## src/rtl/rf_alu_sequencer.sv

```systemverilog
// rf_alu_sequencer: multi-cycle FETCH/EXEC/WB controller for the RF/ALU datapath.
// Decodes a 16-bit instruction from a combinational ROM and drives the datapath selects.
module rf_alu_sequencer #(
   parameter int PC_W = 8
) (
   input  logic            clk,
   input  logic            rst_n,
   input  logic            start,
   input  logic [15:0]     instr,
   input  logic            N_in,
   input  logic            Z_in,
   input  logic            V_in,
   input  logic            C_in,
   output logic [PC_W-1:0] pc,
   output logic            RF_en,
   output logic [2:0]      RF_addr,
   output logic [2:0]      read_A,
   output logic [2:0]      read_B,
   output logic            add_or_sub,
   output logic            out_imm,
   output logic [15:0]     ext_B_data,
   output logic            LHI,
   output logic            LLI,
   output logic            ctro_outR,
   output logic [3:0]      flags,
   output logic            busy,
   output logic            halted
);

   typedef enum logic [2:0] {
      S_IDLE,
      S_FETCH,
      S_EXEC,
      S_WB,
      S_HALT
   } state_t;

   state_t          state_q, state_d;
   logic [PC_W-1:0] pc_q, pc_d;
   logic [15:0]     ir_q, ir_d;
   logic [3:0]      flags_q, flags_d;

   logic [4:0]  op;
   logic [2:0]  rd, ra, rb;
   logic [15:0] imm5_x, imm8_x;

   assign op     = ir_q[15:11];
   assign rd     = ir_q[10:8];
   assign ra     = ir_q[7:5];
   assign rb     = ir_q[4:2];
   assign imm5_x = {{11{ir_q[4]}}, ir_q[4:0]};
   assign imm8_x = {8'h00, ir_q[7:0]};

   logic op_add, op_sub, op_addi, op_subi;
   logic op_lhi, op_lli, op_cmp, op_out;
   logic op_beq, op_bne, op_jmp, op_hlt;
   logic writer, sets_flags, br_taken;

   assign op_add  = (op == 5'b00000);
   assign op_sub  = (op == 5'b00001);
   assign op_addi = (op == 5'b00010);
   assign op_subi = (op == 5'b00011);
   assign op_lhi  = (op == 5'b00100);
   assign op_lli  = (op == 5'b00101);
   assign op_cmp  = (op == 5'b00110);
   assign op_out  = (op == 5'b00111);
   assign op_beq  = (op == 5'b01000);
   assign op_bne  = (op == 5'b01001);
   assign op_jmp  = (op == 5'b01010);
   assign op_hlt  = (op == 5'b11111);

   assign writer     = op_add | op_sub | op_addi | op_subi
                     | op_lhi | op_lli;
   assign sets_flags = op_add | op_sub | op_addi | op_subi
                     | op_cmp;
   assign br_taken   = op_jmp
                     | (op_beq &  flags_q[2])
                     | (op_bne & ~flags_q[2]);

   logic in_exec, in_wb;
   assign in_exec = (state_q == S_EXEC);
   assign in_wb   = (state_q == S_WB);

   // Sequencer next state: fetch, execute, optional write-back, halt.
   always_comb begin
      state_d = state_q;
      pc_d    = pc_q;
      ir_d    = ir_q;
      flags_d = flags_q;
      unique case (state_q)
         S_IDLE: begin
            if (start) begin
               state_d = S_FETCH;
               pc_d    = '0;
            end
         end
         S_FETCH: begin
            ir_d    = instr;
            pc_d    = pc_q + PC_W'(1);
            state_d = S_EXEC;
         end
         S_EXEC: begin
            if (sets_flags) begin
               flags_d = {N_in, Z_in, V_in, C_in};
            end
            if (br_taken) begin
               pc_d = PC_W'(ir_q[7:0]);
            end
            if (writer) begin
               state_d = S_WB;
            end else if (op_hlt) begin
               state_d = S_HALT;
            end else begin
               state_d = S_FETCH;
            end
         end
         S_WB: begin
            state_d = S_FETCH;
         end
         S_HALT: begin
            if (start) begin
               state_d = S_FETCH;
               pc_d    = '0;
               flags_d = '0;
            end
         end
         default: begin
            state_d = S_IDLE;
         end
      endcase
   end

   // State, pc, IR and flag registers.
   always_ff @(posedge clk or negedge rst_n) begin
      if (!rst_n) begin
         state_q <= S_IDLE;
         pc_q    <= '0;
         ir_q    <= '0;
         flags_q <= '0;
      end else begin
         state_q <= state_d;
         pc_q    <= pc_d;
         ir_q    <= ir_d;
         flags_q <= flags_d;
      end
   end

   // Datapath selects held steady over EXEC and WB; write only in WB.
   always_comb begin
      read_A     = 3'd0;
      read_B     = 3'd0;
      add_or_sub = 1'b0;
      out_imm    = 1'b0;
      ext_B_data = 16'h0000;
      LHI        = 1'b0;
      LLI        = 1'b0;
      ctro_outR  = 1'b0;
      if (in_exec || in_wb) begin
         unique case (1'b1)
            op_add, op_sub: begin
               read_A     = ra;
               read_B     = rb;
               add_or_sub = op_sub;
            end
            op_addi, op_subi: begin
               read_A     = ra;
               out_imm    = 1'b1;
               ext_B_data = imm5_x;
               add_or_sub = op_subi;
            end
            op_lhi: begin
               read_A     = rd;
               LHI        = 1'b1;
               ext_B_data = imm8_x;
            end
            op_lli: begin
               LLI        = 1'b1;
               ext_B_data = imm8_x;
            end
            op_cmp: begin
               read_A     = ra;
               read_B     = rb;
               add_or_sub = 1'b1;
            end
            op_out: begin
               read_A    = ra;
               ctro_outR = in_exec;
            end
            default: begin
            end
         endcase
      end
      RF_en   = in_wb & writer;
      RF_addr = (in_wb & writer) ? rd : 3'd0;
   end

   assign pc     = pc_q;
   assign flags  = flags_q;
   assign busy   = (state_q == S_FETCH) || in_exec || in_wb;
   assign halted = (state_q == S_HALT);

endmodule

```

## config.mk

```make
export PLATFORM = sky130hd
export DESIGN_NAME = rf_alu_sequencer
export DESIGN_NICKNAME = d
export VERILOG_FILES = /design/src/rtl/rf_alu_sequencer.sv
export SDC_FILE = /design/constraint.sdc
export NUM_CORES = 1
export LEC_CHECK = 0
export CORE_ASPECT_RATIO = 0.5
export CORE_MARGIN = 1.5
export CORE_UTILIZATION = 44
export DETAILED_ROUTE_END_ITERATION = 10
export GPL_TIMING_DRIVEN = 0
export PLACE_DENSITY = 0.82
export SYNTH_ARGS = -nofsm -noshare
export SYNTH_HDL_FRONTEND = slang
export SYNTH_SLANG_ARGS = --single-unit
```

## constraint.sdc

```tcl
create_clock -name clk -period 2.2 [get_ports clk]
set_input_delay 0.22 -clock clk [delete_from_list [all_inputs] [get_ports clk]]
set_output_delay 0.22 -clock clk [all_outputs]
set_load 0.02 [all_outputs]
```

==> results.yml <==
critical_path:
  cp.arrival_ps: 1970
  crit_buf_inv: 3
  path_max_fanout: 5
  startpoint: "state_q[2]"
  r2r_slack_ps: 60
  max_stage_delay_ps: 570
  r2r-start: "state_q[2]"
  cpMaxStageDelayCell: "or4b_4"
  path_delay_family: "simple AND/OR/NAND/NOR gates"
  crit_chain: "buf_6 -> or4b_4 -> buf_6 -> a21oi_4 -> and2_1 -> buf_6"
  path_common_cell: "buf_6"
  worstPathRequired_ps: 1980
  crit_type: "reg -> out"
  critPathCaptureType: "primary output"
  critPathLaunchType: "flip-flop"
place:
  hpwl_um: 3590
  place_ws_ps: -230
  portBuffers: 67
  place_congestion: 0.804
synthesis:
  ys_warn_count: 0
  synth-simple-area-share_pct: 24.2
  synth_top_family_by_area: "simple AND/OR/NAND/NOR gates"
  yosysTopAreaCell: "dfrtp_1"
  synth_edf_count: 0
  yosys_most_used_dff: "dfrtp_1"
  netlist.area_leader.share_pct: 42.2
  synth.top_cells.by_area: "dfrtp_1 42%, mux2_2 9.8%, a21oi_1 3.8%"
  synth_cell_type_count: 38
  syn_nets: 203
  yosysSeqAreaShare_pct: 42.2
  synthMuxAreaShare_pct: 11.4
  mappedNetlistArea_um2: 1840
  synth_common_cells: "31 x dfrtp_1, 16 x mux2_2, 14 x a21oi_1, 11 x nand2_1, 11 x nand3_1"
  synth_compound_area_share_pct: 15.2
  yosysMostFrequentCell: "dfrtp_1"
  synth-adder-area-share_pct: 0.681
  synth_xor_area_share_pct: 0
  async_reset_ff_share_pct: 100
  synth-seq-cells: 31
  synth_cells: 179
  syn_avg_cell_area_um2: 10.3
grt:
  grt_pass1_vias: 1636
  overflow: 0
  antenna_found_initial: 0
  grt_pass1_wl_um: 8200
  grt_max_degree: 32
  grt_util_all_layers_pct: 23.4
sta:
  slew_headroom_pct: 54.6
  fmax_mhz: 457
  worst_slack_ps: 10.7
  fin_tns_setup_ps: 0
  finalSetupViolCount: 0
  fin_crit_ps: 2190
  hold_ws_ps: -34.8
  worst_pin_slew_ps: 681
  rsz0062_at_grt: "yes"
  hold_violations: 31
  drv_slew: 0
  skew_ps: 5.74
  period_share_pct: 99.5
status:
  violations: "negative hold slack"
  outcome: "finished with violations"
pwr:
  power_frac_comb_pct: 53.4
  p_switching_mw: 1.57
  p_int_mw: 2.09
  p_seq_share_pct: 32.9
  irDropWorstVdd_mv: 0.581
  leakagePower_nw: 1.21
  p_sw_share_pct: 42.8
  p_per_area_nw_per_um2: 1350
  pwr-share-clk_pct: 13.7
final_layout:
  syn2layout_area_growth_pct: 47.6
  drive_above_1_share_pct: 34.2
  fill_cells: 302
  nets: 280
  diodes: 0
run:
  maxCapViolCount: 0
routing:
  drt_iter0_markers: 127
  wl_um: 4950
  viasPerCell: 5.54
  vias: 1723
  postRouteAntennaNets: 0
  drt-pass1-iter-count: 4
  drcViolationCount: 0
  routedWlPerCell_um: 15.9
floorplanning:
  rows: 16
  die-width_um: 94.4
  coreArea_um2: 3940
  die_height_um: 48.7
  dieArea_um2: 4600
  ios: 68
  initial_core_util_pct: 46.6
cts:
  cts_buffer_depth: 2
  cts_root_buf: "clkbuf_8"
  clkLatencyLatePin_ps: 290
  cts_buffers: 5
  cts_num_sinks: 31
  h-tree-depth: 2
  path_clk_slew_ps: 70
  tritoncts: "built"
min_path:
  hold_path.class: "in -> async"
==> cell usage in the layout, fill, tap and decap left out, types with 2 or more instances in the layout <==
cell type	instances
a21o_1	2
a21oi_1	13
a22o_1	5
and2_1	8
and2_4	2
and3_1	5
buf_2	12
buf_4	17
buf_6	11
clkbuf_1	2
clkbuf_8	8
clkdlybuf4s15_1	2
clkdlybuf4s50_1	34
dfrtp_1	28
dfrtp_2	3
dlygate4sd2_1	5
dlymetal6s2s_1	2
inv_1	2
mux2_2	16
mux2_4	2
nand2_1	11
nand2b_1	6
nand3_1	11
nand3b_1	4
nor2_1	4
nor3_1	2
nor3_2	2
nor3b_4	2
nor4_1	3
o211ai_1	8
o21ai_0	4
o2bb2ai_1	2
or2_2	2
==> worst register-to-register path: cells and delay by family, from the launching register on <==
kind	cells	cell delay [ps]
AND/OR/NAND/NOR	1	570
AO/OA/AOI/OAI	3	640
flip-flops	1	380
buffers and inverters	3	430
==> worst paths after layout <==
check                                 to  depth (start not counted)
hold / removal                  flags[1]                          1
setup / recovery           ext_B_data[4]                          6
hold reg to reg                 flags[0]                          1
max in group asynchronous       ir_q[12]                          1
setup reg to reg                flags[1]                          7
min in group clk                flags[0]                          1
==> stage by stage <==
step | hold slack (ps) | power (mW) | area [um2] | std cells | util, %
4_1_cts | 507 | 3.60 | 2660 | 308 | 67.3
6_report | -34.8 | 3.66 | 2710 | 311 | 68.8
3_5_place_dp | 492 | 3.07 | 2580 | 300 | 65.4
5_1_grt | 24.1 | 3.90 | 2710 | 311 | 68.8
2_1_floorplan | -75.6 | 2.38 | 1840 | 179 | -
3_3_place_gp | 488 | 3.00 | 2580 | 300 | 65.4
==> cells by family after synthesis <==
logic type | count (synthesis)
adder cells (fa/ha/maj) | 1
AND/OR/NAND/NOR | 71
multiplexers | 18
flip-flops | 31
buffers and inverters | 18
AO/OA/AOI/OAI | 40
==> sequential cells by signal, summed over array words and instances (netlist names) <==
| register | cells |
|---|---|
| flags | 4 |
| state_q | 3 |
| ir_q | 16 |
| pc | 8 |
==> cell type report <==
| class | count | area [um2] | share of cell area [%] |
|---|---|---|---|
| clock buffer | 8 | 100 | 3.69 |
| inverter | 2 | 7.51 | 0.277 |
| buffer | 14 | 110 | 4.06 |
| sequential | 31 | 779 | 28.7 |
| tap | 54 | 67.6 | 2.49 |
| timing repair buffer | 72 | 653 | 24.1 |
| multi-input combinational | 130 | 995 | 36.7 |
==> power by group through the flow <==
stage	Clock [mW]	Sequential, mW	Combinational (mW)
2_1_floorplan	0	1.17	1.21
3_3_place_gp	0	1.12	1.88
3_5_place_dp	0	1.14	1.93
4_1_cts	0.508	1.19	1.91
5_1_grt	0.538	1.26	2.10
6_report	0.500	1.21	1.95
==> what timing repair did <==
| action | in CTS | in global routing |
|---|---|---|
| gates resized for setup | 115 | 27 |
| pin swaps | 3 | 4 |
| hold buffers | 0 | 0 |
| cloned | 0 | 0 |
| setup buffers | 2 | 3 |
| endpoints found under the setup margin | 31 | 24 |
==> layer usage <==
metal / up-vias / global-route usage [%] / routed length, um
li1: 804 / - / -
met1: 856 / 30.3 / 2090
met2: 52 / 37.8 / 2510
met3: 11 / 5.35 / 264
met4: 0 / 9.95 / 84
met5: - / 0 / 0
(Power assumes the default switching activity.)
